--- config.mk ---
export PLATFORM = sky130hd
export DESIGN_NAME = ram_reader
export DESIGN_NICKNAME = d
export VERILOG_FILES = /design/src/rtl/ram_reader_pkg.sv /design/src/rtl/ram_reader.sv
export SDC_FILE = /design/constraint.sdc
export NUM_CORES = 1
export LEC_CHECK = 0
export BUFFER_PORTS_ARGS = -buffer_cell sky130_fd_sc_hd__buf_2
export CORE_ASPECT_RATIO = 1.5
export CORE_UTILIZATION = 40
export CTS_BUF_LIST = sky130_fd_sc_hd__clkbuf_16
export DETAILED_ROUTE_END_ITERATION = 8
export HOLD_SLACK_MARGIN = 0.1
export PLACE_DENSITY = 0.56
export SYNTH_ARGS = -nofsm -noshare
export SYNTH_HDL_FRONTEND = slang
export SYNTH_SLANG_ARGS = --single-unit
--- constraint.sdc ---
create_clock -name clk -period 4.9 [get_ports clk]
set_clock_uncertainty 0.1 [all_clocks]
set_input_delay 0 -clock clk [delete_from_list [all_inputs] [get_ports clk]]
set_output_delay 0 -clock clk [all_outputs]
set_load 0.02 [all_outputs]
--- src/rtl/ram_reader_pkg.sv ---
// Shared definitions for the RAM sample reader: command codes, command width
// and FSM state encodings.
`ifndef RAM_READER_CMD_WID
`define RAM_READER_CMD_WID 3
`endif

package ram_reader_pkg;

  localparam int CMD_WID = `RAM_READER_CMD_WID;

  localparam logic [CMD_WID-1:0] CMD_SET_BASE      = CMD_WID'(0);
  localparam logic [CMD_WID-1:0] CMD_SET_END       = CMD_WID'(1);
  localparam logic [CMD_WID-1:0] CMD_SET_COUNT     = CMD_WID'(2);
  localparam logic [CMD_WID-1:0] CMD_START         = CMD_WID'(3);
  localparam logic [CMD_WID-1:0] CMD_ABORT         = CMD_WID'(4);
  localparam logic [CMD_WID-1:0] CMD_GET_ADDR      = CMD_WID'(5);
  localparam logic [CMD_WID-1:0] CMD_GET_REMAINING = CMD_WID'(6);

  localparam logic [2:0] ST_IDLE    = 3'd0;
  localparam logic [2:0] ST_REQ_LO  = 3'd1;
  localparam logic [2:0] ST_REL_LO  = 3'd2;
  localparam logic [2:0] ST_REQ_HI  = 3'd3;
  localparam logic [2:0] ST_REL_HI  = 3'd4;
  localparam logic [2:0] ST_PRESENT = 3'd5;

  // Configuration writes and START are refused unless the reader is idle.
  function automatic logic cmd_needs_idle(input logic [CMD_WID-1:0] c);
    return (c == CMD_SET_BASE) || (c == CMD_SET_END) ||
           (c == CMD_SET_COUNT) || (c == CMD_START);
  endfunction

endpackage

--- src/rtl/ram_reader.sv ---
// Reads pairs of RAM words from a circular address window and presents each
// pair as one sample on a valid/ready stream; configured via a 4-phase command port.
module ram_reader
  import ram_reader_pkg::*;
#(
  parameter int DAT_WID  = 24,
  parameter int RAM_WORD = 16,
  parameter int RAM_WID  = 32
) (
  input  logic                           clk,
  input  logic                           rst_n,
  input  logic [`RAM_READER_CMD_WID-1:0] cmd,
  input  logic [RAM_WID-1:0]             cmd_data,
  input  logic                           cmd_active,
  output logic                           cmd_finished,
  output logic [RAM_WID-1:0]             cmd_data_out,
  output logic [RAM_WID-1:0]             addr,
  output logic                           read,
  input  logic [RAM_WORD-1:0]            word,
  input  logic                           valid,
  output logic [DAT_WID-1:0]             data,
  output logic                           data_valid,
  input  logic                           data_ready
);

  localparam int HI_KEEP = DAT_WID - RAM_WORD;
  localparam logic [RAM_WID-1:0] STEP = RAM_WID'(RAM_WORD / 8);

  logic [2:0]          state_reg;
  logic [RAM_WID-1:0]  base_reg;
  logic [RAM_WID-1:0]  end_reg;
  logic [RAM_WID-1:0]  count_reg;
  logic [RAM_WID-1:0]  cur_addr_reg;
  logic [RAM_WID-1:0]  remaining_reg;
  logic [RAM_WORD-1:0] lo_reg;
  logic [HI_KEEP-1:0]  hi_reg;
  logic                cmd_active_q;

  logic [RAM_WID-1:0] adv_addr;
  logic [RAM_WID-1:0] addr_next;
  logic               cmd_start;
  logic               is_idle;

  // Advancing onto end_addr wraps straight back to base in the same cycle.
  assign adv_addr  = cur_addr_reg + STEP;
  assign addr_next = (adv_addr == end_reg) ? base_reg : adv_addr;
  assign cmd_start = cmd_active && !cmd_active_q;
  assign is_idle   = (state_reg == ST_IDLE);

  always_ff @(posedge clk or negedge rst_n) begin
    if (!rst_n) begin
      state_reg     <= ST_IDLE;
      base_reg      <= '0;
      end_reg       <= '0;
      count_reg     <= '0;
      cur_addr_reg  <= '0;
      remaining_reg <= '0;
      lo_reg        <= '0;
      hi_reg        <= '0;
      cmd_active_q  <= 1'b0;
      cmd_finished  <= 1'b0;
      cmd_data_out  <= '0;
      addr          <= '0;
      read          <= 1'b0;
      data          <= '0;
      data_valid    <= 1'b0;
    end else begin
      cmd_active_q <= cmd_active;

      case (state_reg)
        ST_REQ_LO: if (valid) begin
          lo_reg    <= word;
          read      <= 1'b0;
          state_reg <= ST_REL_LO;
        end
        ST_REL_LO: if (!valid) begin
          cur_addr_reg <= addr_next;
          addr         <= addr_next;
          read         <= 1'b1;
          state_reg    <= ST_REQ_HI;
        end
        ST_REQ_HI: if (valid) begin
          hi_reg    <= word[HI_KEEP-1:0];
          read      <= 1'b0;
          state_reg <= ST_REL_HI;
        end
        ST_REL_HI: if (!valid) begin
          cur_addr_reg <= addr_next;
          data         <= {hi_reg, lo_reg};
          data_valid   <= 1'b1;
          state_reg    <= ST_PRESENT;
        end
        ST_PRESENT: if (data_ready) begin
          data_valid    <= 1'b0;
          remaining_reg <= remaining_reg - RAM_WID'(1);
          if (remaining_reg == RAM_WID'(1)) begin
            state_reg <= ST_IDLE;
          end else begin
            addr      <= cur_addr_reg;
            read      <= 1'b1;
            state_reg <= ST_REQ_LO;
          end
        end
        default: ;
      endcase

      // Commands sit after the FSM so ABORT overrides any step taken this cycle.
      if (cmd_start) begin
        cmd_finished <= 1'b1;
        if (cmd_needs_idle(cmd) && !is_idle) begin
          cmd_data_out <= '1;
        end else begin
          case (cmd)
            CMD_SET_BASE:  begin base_reg  <= cmd_data; cmd_data_out <= '0; end
            CMD_SET_END:   begin end_reg   <= cmd_data; cmd_data_out <= '0; end
            CMD_SET_COUNT: begin count_reg <= cmd_data; cmd_data_out <= '0; end
            CMD_START: begin
              cmd_data_out <= '0;
              if (count_reg != '0) begin
                cur_addr_reg  <= base_reg;
                remaining_reg <= count_reg;
                addr          <= base_reg;
                read          <= 1'b1;
                state_reg     <= ST_REQ_LO;
              end
            end
            CMD_ABORT: begin
              state_reg    <= ST_IDLE;
              read         <= 1'b0;
              data_valid   <= 1'b0;
              cmd_data_out <= '0;
            end
            CMD_GET_ADDR:      cmd_data_out <= cur_addr_reg;
            CMD_GET_REMAINING: cmd_data_out <= remaining_reg;
            default:           cmd_data_out <= '0;
          endcase
        end
      end else if (!cmd_active) begin
        cmd_finished <= 1'b0;
      end
    end
  end

endmodule

# Word-level counts from Yosys, hierarchy flattened
# Cells that the tools add are included.
[totals]
in_bits = 56
ramBits = 0
mem_count = 0
latchBits = 0
ff_bits = 279
elab_cells = 102
output_inout_bits = 91
rom_bits = 0
[op_classes]
n_mux = 51
add_sub_neg = 2
n_reduce_logical = 18
order_cmp = 0
shift = 0
div_mod_pow = 0
bitwise_logic = 2
mul = 0
n_eq_ne = 14
[ops]
columns = ["cell", "count"]
rows = [
  ["two-way mux 32 bit", 21],
  ["one-hot mux 32 bit (2 select lines)", 2],
  ["adder 32 x 2 -> 32 bit (second input constant)", 1],
  ["equality test 32 x 1 -> 1 bit (second input constant)", 1],
  ["equality test 32 bit", 1],
  ["nonzero test 32 bit", 1],
  ["subtractor 32 x 1 -> 32 bit (second input constant)", 1],
  ["two-way mux 3 bit", 8],
  ["equality test 3 bit (second input constant)", 5],
  ["two-way mux 1 bit", 15],
  ["one-hot mux 3 bit (5 select lines)", 1],
  ["equality test 3 x 2 -> 1 bit (second input constant)", 4],
  ["AND reduction 3 bit", 3],
  ["equality test 3 x 1 -> 1 bit (second input constant)", 2],
  ["zero test 3 bit", 2],
  ["one-hot mux 3 bit (2 select lines)", 1],
  ["AND reduction 2 bit", 3],
  ["one-hot mux 1 bit (2 select lines)", 2],
  ["OR reduction 2 bit", 2],
  ["logical OR 1 bit", 3],
  ["one-hot mux 1 bit (3 select lines)", 1],
  ["logical AND 1 bit", 2],
  ["zero test 1 bit", 2],
  ["inequality test 2 x 1 -> 1 bit (second input constant)", 1],
  ["inverter 1 bit", 2],
]

# Logic depth before layout (Yosys ltp)
# Gate-level depths: netlist (run 1).
[logic_depth]
word_depth = 9
ltp_mapped = 16
mapped_depth_nobuf = 11

# Worst setup path before layout (run 1)
# Ideal clock, no wire load.
[synth_path]
path_type = "flip-flop to flip-flop"
startpoint = "register cur_addr_reg[2]"
endpoint = "register cur_addr_reg[11]"
path_slack_ns = 0.894
setup_time_ns = 0.120
period_less_slack_ns = 4.006
required_time_ns = 4.680
path_buffers = 2
arrival_ns = 3.786
path_stages_with_launch = 14
path_cell_list = "dfrtp_1 -> ha_1 -> nand3_1 -> nor3_4 -> nand3_2 -> a311o_1 -> or4_1 -> a2111o_1 -> or4_1 -> buf_2 -> and2_4 -> buf_6 -> a32o_1 -> a31o_1"
[synth_between]
elab_chain_cells = 9
[synth_rtl]
columns = ["item", "line", "source"]
rows = [
  ["from (decl)", "ram_reader.sv:33", "logic [RAM_WID-1:0] cur_addr_reg;"],
  ["from (signal assigned)", "ram_reader.sv:77", "cur_addr_reg <= addr_next;"],
  ["from (signal assigned)", "ram_reader.sv:88", "cur_addr_reg <= addr_next;"],
  ["from (signal assigned)", "ram_reader.sv:120", "cur_addr_reg <= base_reg;"],
  ["adder 32 x 2 -> 32 bit (*)", "ram_reader.sv:45", "assign adv_addr = cur_addr_reg + STEP;"],
  ["equality test 32 bit", "ram_reader.sv:46", "assign addr_next = (adv_addr == end_reg) ? base_reg : adv_addr;"],
  ["two-way mux 32 bit (*)", "ram_reader.sv:46", ""],
  ["two-way mux 32 bit (*)", "ram_reader.sv:76, ram_reader.sv:87", ""],
  ["two-way mux 32 bit (*)", "n/a", ""],
  ["two-way mux 32 bit", "ram_reader.sv:119", "if (count_reg != '0) begin"],
  ["two-way mux 32 bit", "ram_reader.sv:113", "case (cmd)"],
  ["two-way mux 32 bit", "ram_reader.sv:110", "if (cmd_needs_idle(cmd) && !is_idle) begin"],
  ["two-way mux 32 bit (*)", "ram_reader.sv:108", "if (cmd_start) begin"],
]
# Mark *: on every way between the ends. The rest lies on a longest branch, timed or not.
# A chain may end at the register's enable or synchronous reset.

# Worst setup path in the final report (run 1)
[layout_path]
startpoint = "register cur_addr_reg[8]"
endpoint = "register cur_addr_reg[5]"
[layout_between]
elab_chain_cells = 9
[layout_rtl]
columns = ["item", "line"]
rows = [
  ["adder 32 x 2 -> 32 bit (*)", "ram_reader.sv:45"],
  ["equality test 32 bit (*)", "ram_reader.sv:46"],
  ["two-way mux 32 bit (*)", "ram_reader.sv:46"],
  ["two-way mux 32 bit (*)", "ram_reader.sv:76, ram_reader.sv:87"],
  ["two-way mux 32 bit (*)", "n/a"],
  ["two-way mux 32 bit", "ram_reader.sv:119"],
  ["two-way mux 32 bit", "ram_reader.sv:113"],
  ["two-way mux 32 bit", "ram_reader.sv:110"],
  ["two-way mux 32 bit (*)", "ram_reader.sv:108"],
]
# Marked as above.

==> impl_metrics.csv, run 1 <==
group,metric,value,unit
worst_setup_path,worst-setup-path-type,"flop to flop",
timing,finalCriticalPeriod,4.706,ns
finish,layout_commonest_cell,"sky130_fd_sc_hd__dfrtp_1",
worst_setup_path,r2r_start,"cur_addr_reg[8]",
timing,worst-slew-pin-transition,1.124,ns
pwr,power_density,545.4,nW/um^2
clock_network,clockBufferDepth,3,
global_route,grt_util_all_layers,28.09,%
clock_network,clk-insertion-delay-late,0.58,ns
worst_setup_path,crit_path_start,"cur_addr_reg[8]",
finish,post-route-util,49.03,%
logic_synthesis,synth_seq_area_share,45.88,%
clock_network,ctsRootBufferMaster,"sky130_fd_sc_hd__clkbuf_16",
worst_setup_path,path_common_cell,"sky130_fd_sc_hd__a311o_1",
timing,layout_worst_path_cycle_share,96.04,%
worst_setup_path,worst_ep_required_time,5.25,ns
logic_synthesis,synth_flop_cell,"sky130_fd_sc_hd__dfrtp_1",
worst_setup_path,crit_slowest_cell,"sky130_fd_sc_hd__or4_2",
logic_synthesis,ys_types,82,
drt,drc,0,
worst_setup_path,setup.reg_to_reg.worst_slack,0.19,ns
drt,finalWirelength,54400,um
pwr,peakVddDrop,0.0004343,V
logic_synthesis,mappedNetlistArea,15220,um^2
drt,firstDrtPassIters,6,
worst_setup_path,setup.worst_path.end_class,"flop",
place,hpwlAfterDp,39280,um
timing,max_slew_margin,24.82,%
drt,routed_wire_length_per_instance,24.24,um
floorplan,core-area,37550,um^2
finish,area.sequential,6982,um^2
worst_setup_path,setup.worst_path.end,"cur_addr_reg[5]",
clock_network,clock_sinks,279,
floorplan,die-area,38850,um^2
global_route,number_of_antenna_violations_at_the_first_check_in_global_routing,1,
finish,antennaDiodeCount,0,
worst_setup_path,r2r-end,"cur_addr_reg[5]",
status,run_status,"completed",
finish,area.growth.synth_to_final,21.00,%
global_route,grt_pass1_vias,13250,
floorplan,die_h,240.9,um
floorplan,die_width,161.3,um
drt,drt.antenna.violating_nets,0,
floorplan,top_level_pins,147,
logic_synthesis,synth_nets,1586,
timing,final.setup.tns,0,ns
place,portBuffers,146,
finish,final.fill_count,3540,
pwr,p_leak,8.307,nW
finish,final_layout_size_suffix_gt1_share,24.62,%
run,max-cap-violations,0,
timing,grt_setup_unrepaired,"no",
worst_hold_path,worstHoldPathType,"input pin to flop",
global_route,globalRoute.totalOverflow,0,
drt,num_vias,13170,
logic_synthesis,synth-edff-count,0,
worst_setup_path,crit_path_start_kind,"flop",
worst_hold_path,min-delay-start,"cmd_data[31]",
drt,detail_route.iter0.violations,891,
timing,setup_viol,0,
place,routabilityCongestion,0.9794,
worst_setup_path,critical_path_arrival,5.05,ns
timing,maxSlewViolCount,0,
clock_network,cts.htree.levels,1,
logic_synthesis,yosys_warnings,0,
clock_network,post_cts_buffers,0,
worst_setup_path,cp_cell_sequence,"and4_1 > nand3_2 > xnor3_1 > a311o_1 > or4_1 > a2111o_1 > or4_2 > buf_4 > nand2_1 > nor3_1 > a311o_1",
logic_synthesis,ys_seq_elements,279,
global_route,grt_pass1_wl,81830,um
worst_setup_path,worst_path_largest_cell_delay,0.77,ns
drt,detail_route.vias_per_cell,5.871,
clock_network,number_of_clock_buffers_inserted_by_tritoncts,29,
logic_synthesis,syn_area_per_cell,9.966,um^2
logic_synthesis,synth_async_reset_ratio,100.0,%
global_route,grt_max_degree,111,
logic_synthesis,syn_inst,1527,
clock_network,clk_pin_slew,0.06,ns
floorplan,row_count,87,
clock_network,tritoncts_clock_tree,"done",
timing,hold_violations,0,
finish,multiInputGateArea,7720,um^2
finish,mostFrequentLayoutCells,"sky130_fd_sc_hd__dfrtp_1 (279), sky130_fd_sc_hd__nand2_1 (168), sky130_fd_sc_hd__buf_2 (145)",
worst_setup_path,rr_worst_depth,11,
worst_setup_path,worst-path-max-fanout,14,
timing,fmaxAchievable,212.5,MHz
floorplan,start_util,40.52,%
finish,total_number_of_nets_in_the_final_design,1793,
## cell usage after synthesis (6+ instances only)
cell	number	area, um^2
sky130_fd_sc_hd__a21oi_1	92	460.4
sky130_fd_sc_hd__a22oi_1	39	292.8
sky130_fd_sc_hd__a31oi_1	9	56.30
sky130_fd_sc_hd__and2_1	7	43.79
sky130_fd_sc_hd__and3_1	15	93.84
sky130_fd_sc_hd__buf_1	12	45.04
sky130_fd_sc_hd__buf_2	15	75.07
sky130_fd_sc_hd__clkbuf_1	88	330.3
sky130_fd_sc_hd__dfrtp_1	279	6982
sky130_fd_sc_hd__inv_1	17	63.81
sky130_fd_sc_hd__mux2_2	144	1622
sky130_fd_sc_hd__mux2i_1	29	290.3
sky130_fd_sc_hd__nand2_1	168	630.6
sky130_fd_sc_hd__nand2b_1	9	56.30
sky130_fd_sc_hd__nand3_1	63	315.3
sky130_fd_sc_hd__nand4_1	20	125.1
sky130_fd_sc_hd__nor2_1	81	304.0
sky130_fd_sc_hd__nor2b_1	6	37.54
sky130_fd_sc_hd__nor3_1	42	210.2
sky130_fd_sc_hd__nor4_1	29	181.4
sky130_fd_sc_hd__o2111ai_1	25	219.0
sky130_fd_sc_hd__o211a_1	24	240.2
sky130_fd_sc_hd__o211ai_1	8	60.06
sky130_fd_sc_hd__o21ai_0	69	345.3
sky130_fd_sc_hd__o21ai_1	8	40.04
sky130_fd_sc_hd__or3_1	10	62.56
sky130_fd_sc_hd__or4_1	9	67.56
sky130_fd_sc_hd__xnor2_1	54	473.0
sky130_fd_sc_hd__xor2_1	24	210.2
## metal layers
| layer | part of all wire [%] | global-route usage, % |
|---|---|---|
| met1 | 38 | 32.31 |
| met2 | 51 | 49.43 |
| met3 | 4.2 | 2.973 |
| met4 | 7.0 | 18.64 |
| met5 | 0 | 0 |
## power by group
| group | internal, W | leakage [nW] | total [W] | switching (W) |
|---|---|---|---|---|
| clock | 0.00113 | 0.454 | 0.00211 | 0.000983 |
| sequential | 0.00319 | 3.51 | 0.00418 | 0.000987 |
| combinational | 0.00169 | 4.34 | 0.00376 | 0.00207 |
## worst min-delay path by stage
stage / end / depth (start not counted)
CTS: base_reg[3] / 3
finish: count_reg[31] / 3
global route: end_reg[2] / 3
floorplan: addr[0] / 0
global placement: cmd_data_out[27] / 1
detailed placement: cmd_data_out[27] / 1
## what timing repair did
item                                    in CTS  in global routing
resized for setup                            0                  1
hold endpoints to repair                   311                  0
hold buffers                                79                  0
endpoints found under the setup margin       0                 25
## cell families after synthesis
family,count (synthesis),synth area share (%)
buffers and inverters,141,3.872
muxes,174,12.64
DFF,279,45.88
AOI/OAI and AO/OA,342,15.22
adders and majority gates,4,0.3125
xor gates and xnor gates,84,5.385
and+or+nand+nor,503,16.70
## worst max-delay path, delay by kind of cell, from the launching register on
kind | cells | cell delay (ns)
simple gates | 6 | 2.32
compound gates | 3 | 1.02
flops | 1 | 0.62
buf+inv | 1 | 0.26
xor+xnor | 1 | 0.25
## cell type report
cell class                      instances  area share, %
Inverter                               18         0.3669
Timing Repair Buffer                  299          11.77
Clock inverter                         23         0.7610
Sequential cell                       279          37.92
Clock buffer                           29          3.941
Tap cell                              489          3.323
Multi-Input combinational cell       1107          41.92
## metrics by stage
step,hold WS [ns],cell area (um^2),power [W],cells,setup slack [ns]
global placement,-0.003345,16730,0.007791,2113,0.2372
finish,0.1238,18410,0.01004,2244,0.1938
CTS,0.1001,18410,0.01006,2244,0.1006
floorplan,-0.3956,15220,0.006357,1527,0.8943
detailed placement,0.005758,16730,0.007857,2113,0.1281
global route,0.1363,18410,0.01057,2244,0.06186
(Power assumes the default switching activity.)
==> inputs of run 2 (changes only) <==
==> constraint.sdc (replaced) <==
create_clock -name clk -period 4.9 [get_ports clk]
set_clock_uncertainty 0.1 [all_clocks]
set_input_delay 0.98 -clock clk [delete_from_list [all_inputs] [get_ports clk]]
set_output_delay 0.98 -clock clk [all_outputs]
set_load 0.02 [all_outputs]
==> run 2 against run 1 <==
  * Clock power about the same
  * Maximum frequency rose by 1.4%
  * Highest routed layer unchanged
  * Hold slack improved by 0.18 ns
  * Largest power group unchanged
  * Sequential power shrank 1%
  * Register-to-register slack better by 0.06 ns
  * Total power fell by 0.99%
  * Critical path type unchanged
==> impl_metrics.csv, run 2 (same netlist as run 1, synthesis figures left out) <==
group,metric,value,unit
clock_network,clockBufferDepth,3,
timing,max_slew_margin,31.18,%
timing,worst-slew-pin-transition,1.032,ns
floorplan,start_util,40.52,%
finish,layout_commonest_cell,"sky130_fd_sc_hd__dfrtp_1",
timing,final.setup.tns,0,ns
pwr,share_seq_of_total_power,41.5,%
pwr,comb_power_share,37.0,%
global_route,grt_max_degree,99,
drt,firstDrtPassIters,6,
worst_setup_path,crit_slowest_cell,"sky130_fd_sc_hd__or4_2",
worst_setup_path,crit_path_start_kind,"flop",
clock_network,clk_pin_slew,0.07,ns
clock_network,cts.htree.levels,1,
place,dp_worst_setup_slack,0.2866,ns
drt,routed_wire_length_per_instance,24.19,um
run,max-cap-violations,0,
drt,detail_route.vias_per_cell,5.904,
timing,grt_setup_unrepaired,"no",
clock_network,tritoncts_clock_tree,"done",
pwr,power.share.switching,39.48,%
global_route,grt_pass1_vias,13090,
finish,total_number_of_nets_in_the_final_design,1720,
worst_setup_path,worst_path_largest_cell_delay,0.75,ns
global_route,grt_pass1_wl,80540,um
worst_setup_path,critical_path_arrival,4.99,ns
place,dpl.cell_count,2119,
clock_network,cts.repair.resized,0,
drt,finalWirelength,52530,um
pwr,peakVddDrop,0.0003605,V
timing,maxSlewViolCount,0,
worst_setup_path,setup.reg_to_reg.worst_slack,0.26,ns
timing,layout_worst_path_cycle_share,94.73,%
timing,worst_slack,0.2584,ns
drt,detail_route.iter0.violations,871,
clock_network,clk-insertion-delay-late,0.58,ns
pwr,power_density,562.2,nW/um^2
worst_setup_path,setup.worst_path.end_class,"flop",
finish,area.growth.synth_to_final,16.22,%
place,routabilityCongestion,0.9578,
worst_hold_path,worstHoldPathType,"input pin to asynchronous set/reset pin",
place,hpwlAfterDp,38980,um
drt,drt.antenna.violating_nets,0,
finish,final_layout_size_suffix_gt1_share,26.08,%
timing,setup_viol,0,
finish,mostFrequentLayoutCells,"sky130_fd_sc_hd__dfrtp_1 (279), sky130_fd_sc_hd__nand2_1 (168), sky130_fd_sc_hd__buf_2 (145)",
global_route,globalRoute.totalOverflow,0,
finish,final.fill_count,3666,
worst_setup_path,worst_ep_required_time,5.25,ns
floorplan,core-area,37550,um^2
timing,finalCriticalPeriod,4.642,ns
finish,finish.cell_count_without_fillers,2172,
floorplan,die_width,161.3,um
drt,num_vias,12820,
global_route,grt_util_all_layers,27.47,%
drt,drc,0,
worst_setup_path,worst-setup-path-type,"flop to flop",
finish,antennaDiodeCount,0,
worst_setup_path,worst_path_buffer_plus_inverter_count,1,
floorplan,top_level_pins,147,
floorplan,die-area,38850,um^2
clock_network,clock_sinks,279,
worst_setup_path,path_delay_family,"simple AND/OR/NAND/NOR gates",
clock_network,number_of_clock_buffers_inserted_by_tritoncts,29,
clock_network,post_cts_buffers,0,
pwr,pint,0.006017,W
pwr,share_clk_of_total_power,21.5,%
clock_network,ctsRootBufferMaster,"sky130_fd_sc_hd__clkbuf_16",
pwr,total_switching_power,0.003926,W
timing,fmaxAchievable,215.4,MHz
clock_network,cts_hold_buffers,0,
timing,hold_violations,0,
floorplan,die_h,240.9,um
status,run_status,"completed",
place,portBuffers,146,
worst_setup_path,worst-path-max-fanout,20,
worst_setup_path,cp_cell_sequence,"and4_1 > nand3_2 > xnor3_1 > a311o_1 > or4_1 > a2111o_1 > or4_2 > buf_4 > o21ai_0 > a211oi_1 > a221o_1",
pwr,p_leak,8.017,nW
floorplan,row_count,87,
global_route,number_of_antenna_violations_at_the_first_check_in_global_routing,0,
## run 2: cell count changes in the layout (fill, tap and decap cells not counted)
cell                            previous run  this run
sky130_fd_sc_hd__dlygate4sd3_1            78         0
sky130_fd_sc_hd__buf_4                    69        74
sky130_fd_sc_hd__clkinv_2                  6         9
sky130_fd_sc_hd__inv_1                    23        21
sky130_fd_sc_hd__buf_12                    5         6
sky130_fd_sc_hd__buf_16                    1         0
sky130_fd_sc_hd__bufinv_16                 1         2
sky130_fd_sc_hd__clkinv_1                  7         8
sky130_fd_sc_hd__clkinv_4                  2         1
sky130_fd_sc_hd__inv_6                     2         1
## run 2: worst paths after layout
path / end / start / depth (start not counted)
max: cur_addr_reg[20] / cur_addr_reg[8] / 11
min: cmd_data_out[26] / rst_n / 1
max reg2reg: cur_addr_reg[20] / cur_addr_reg[8] / 11
min reg2reg: cmd_finished / cmd_active_q / 1
max in group asynchronous: remaining_reg[8] / rst_n / 2
min in group clk: cmd_finished / cmd_active_q / 1
## run 2: stage by stage
step / hold slack, ns / cell area, um^2 / power (W) / util, %
3_5_place_dp: 0.3629 / 16790 / 0.007832 / 44.71
5_1_grt: 0.3816 / 17690 / 0.01053 / 47.10
2_1_floorplan: 0.3298 / 15220 / 0.006357 / -
3_3_place_gp: 0.3563 / 16790 / 0.007767 / 44.71
4_1_cts: 0.3610 / 17680 / 0.01001 / 47.08
6_report: 0.3022 / 17690 / 0.009943 / 47.10
## run 2: area by class of cell
type | count | area [um^2] | share of cell area, %
clock buffers | 29 | 725.7 | 4.103
repair buffers | 226 | 1416 | 8.008
well taps | 489 | 611.8 | 3.459
inverters | 18 | 67.56 | 0.3820
clock inverters | 24 | 163.9 | 0.9267
multi-input cells | 1107 | 7720 | 43.65
flip-flops and latches | 279 | 6982 | 39.47
## run 2: metal layers
| metal | track usage (%) | vias to the layer above | part of all wire (%) |
|---|---|---|---|
| li1 | - | 5871 | - |
| met1 | 31.23 | 6420 | 38 |
| met2 | 48.16 | 391 | 50 |
| met3 | 2.939 | 141 | 3.9 |
| met4 | 19.50 | 0 | 7.9 |
| met5 | 0 | - | 0 |
## run 2: worst reg2reg max path: cells and delay by family, from the launching register on
family | cells | cell delay, ns
compound gates | 5 | 1.22
simple gates | 4 | 2.04
xor+xnor | 1 | 0.25
flops | 1 | 0.60
buf+inv | 1 | 0.30
## run 2: power groups by stage
stage               Sequential (W)  Combinational (W)  Clock [W]
detailed placement         0.00416            0.00368          0
finish                     0.00413            0.00368    0.00213
CTS                        0.00412            0.00370    0.00219
global placement           0.00413            0.00364          0
floorplan                  0.00406            0.00230          0
global route               0.00426            0.00400    0.00227
==> inputs of run 3 (changes only) <==
- clock period: 4.9 -> 4.7 ns (I/O delays scaled with it)
==> run 3 against run 2 <==
  * Sequential cell count unchanged
  * Total power is 5.9% higher
  * Final cell count up 0.74%
  * Sequential power grew 4%
  * Clock-buffer cell count unchanged
  * Via count grew 2.1%
  * Setup slack got worse by 0.083 ns
  * Register-to-register slack got worse by 0.08 ns
  * Utilization up 0.44 points
  * Global-route usage grew 0.087 points
  * Hold slack improved by 0.049 ns
  * Largest power group unchanged
  * Highest routed layer unchanged
==> impl_metrics.csv, run 3 (same netlist as run 1, synthesis figures left out) <==
group,metric,value,unit
status,run_status,"completed",
global_route,grt_pass1_wl,80450,um
pwr,peakVddDrop,0.0003679,V
worst_hold_path,worstHoldPathType,"input pin to asynchronous set/reset pin",
worst_setup_path,worst_ep_required_time,5.07,ns
finish,total_number_of_nets_in_the_final_design,1735,
worst_setup_path,worst-path-max-fanout,24,
clock_network,number_of_clock_buffers_inserted_by_tritoncts,29,
drt,detail_route.iter0.violations,1043,
drt,firstDrtPassIters,5,
drt,drt.antenna.violating_nets,0,
pwr,report.power.total,0.01053,W
global_route,number_of_antenna_violations_at_the_first_check_in_global_routing,0,
floorplan,start_util,40.52,%
place,dp_worst_setup_slack,-0.007634,ns
drt,routed_wire_length_per_instance,24.32,um
clock_network,clockBufferDepth,3,
worst_setup_path,setup.reg_to_reg.worst_slack,0.18,ns
global_route,grt_pass1_vias,13050,
finish,final.fill_count,3548,
timing,grt_setup_unrepaired,"no",
finish,mostFrequentLayoutCells,"sky130_fd_sc_hd__dfrtp_1 (278), sky130_fd_sc_hd__nand2_1 (168), sky130_fd_sc_hd__buf_2 (145)",
finish,area.sequential,6983,um^2
timing,layout_worst_path_cycle_share,96.27,%
run,max-cap-violations,0,
floorplan,die-area,38850,um^2
timing,setup_viol,0,
timing,worst-slew-pin-transition,1.022,ns
timing,finalCriticalPeriod,4.525,ns
clock_network,clock_sinks,279,
place,routabilityCongestion,0.9929,
timing,final.setup.tns,0,ns
finish,post-route-util,47.54,%
worst_setup_path,setup.worst_path.end_class,"flop",
drt,num_vias,13100,
pwr,p_leak,8.112,nW
finish,final_layout_size_suffix_gt1_share,27.19,%
finish,area.growth.synth_to_final,17.31,%
drt,detail_route.vias_per_cell,5.986,
floorplan,die_width,161.3,um
timing,max_slew_margin,31.89,%
clock_network,clk-insertion-delay-late,0.58,ns
global_route,grt_max_degree,119,
clock_network,clk_pin_slew,0.07,ns
timing,worst_slack,0.1753,ns
finish,layout_commonest_cell,"sky130_fd_sc_hd__dfrtp_1",
clock_network,post_cts_buffers,0,
pwr,power_density,589.8,nW/um^2
floorplan,die_h,240.9,um
floorplan,row_count,87,
finish,final_area,17850,um^2
global_route,globalRoute.totalOverflow,0,
place,placed_area,16920,um^2
floorplan,core-area,37550,um^2
floorplan,top_level_pins,147,
place,portBuffers,146,
clock_network,ctsRootBufferMaster,"sky130_fd_sc_hd__clkbuf_16",
finish,multiInputGateArea,7721,um^2
clock_network,tritoncts_clock_tree,"done",
clock_network,cts.htree.levels,1,
worst_setup_path,worst-setup-path-type,"flop to flop",
timing,fmaxAchievable,221.0,MHz
finish,antennaDiodeCount,0,
worst_setup_path,critical_path_arrival,4.89,ns
clock_network,cts_hold_buffers,0,
drt,drc,0,
place,hpwlAfterDp,39070,um
worst_setup_path,crit_path_start_kind,"flop",
global_route,grt_util_all_layers,27.56,%
timing,maxSlewViolCount,0,
drt,finalWirelength,53220,um
timing,hold_violations,0,
[run 3: routing by layer]
layer | up-vias | wire, um | GRT usage (%)
met2 | 434 | 27090 | 49.37
met5 | - | 0 | 0
li1 | 5899 | - | -
met3 | 129 | 2365 | 3.282
met4 | 0 | 3558 | 17.58
met1 | 6636 | 20200 | 30.98
[run 3: path summary, 6_finish.rpt]
kind | start | end | cells after the start
min reg2reg | cmd_active_q | cmd_finished | 1
min | rst_n | cmd_data_out[26] | 1
max reg2reg | cur_addr_reg[11] | cur_addr_reg[20] | 12
max in group asynchronous | rst_n | remaining_reg[7] | 2
max | cur_addr_reg[11] | cur_addr_reg[20] | 12
min in group clk | cmd_active_q | cmd_finished | 1
[run 3: through the flow]
step | instances | hold WS, ns
3_5_place_dp | 2134 | 0.3759
6_report | 2188 | 0.3509
2_1_floorplan | 1527 | 0.3298
4_1_cts | 2188 | 0.3715
3_3_place_gp | 2134 | 0.3616
5_1_grt | 2188 | 0.3881
[run 3: worst max-delay path, cell delays in order (launching register included)]
cell and delay [ns]:
sky130_fd_sc_hd__dfrtp_1 0.58, sky130_fd_sc_hd__and4_2 0.39, sky130_fd_sc_hd__nand3_1 0.10, sky130_fd_sc_hd__buf_4 0.21, sky130_fd_sc_hd__o21ai_1 0.42, sky130_fd_sc_hd__nand4_1 0.16, sky130_fd_sc_hd__or4_1 0.45, sky130_fd_sc_hd__a2111o_1 0.40
sky130_fd_sc_hd__or4_2 0.76, sky130_fd_sc_hd__buf_4 0.30, sky130_fd_sc_hd__o21ai_0 0.13, sky130_fd_sc_hd__a211oi_1 0.09, sky130_fd_sc_hd__a221o_1 0.29
[run 3: layout make-up]
| class | count | share of cell area (%) |
|---|---|---|
| Inverter | 18 | 0.3784 |
| Tap cell | 489 | 3.427 |
| Timing Repair Buffer | 241 | 8.634 |
| Sequential cell | 279 | 39.11 |
| Clock inverter | 25 | 1.135 |
| Multi-Input combinational cell | 1107 | 43.25 |
| Clock buffer | 29 | 4.065 |
[run 3: power breakdown]
part           total [W]  internal, W  leakage, nW  switching (W)
logic            0.00394      0.00177         4.12        0.00217
registers        0.00429      0.00333         3.51       0.000962
clock network    0.00230      0.00129        0.477        0.00101
total             0.0105      0.00638         8.11        0.00415
[run 3: timing repair]
action | CTS | global route
gates resized for setup | 1 | 5
setup endpoints to repair | 1 | 27
gates cloned | 0 | 0
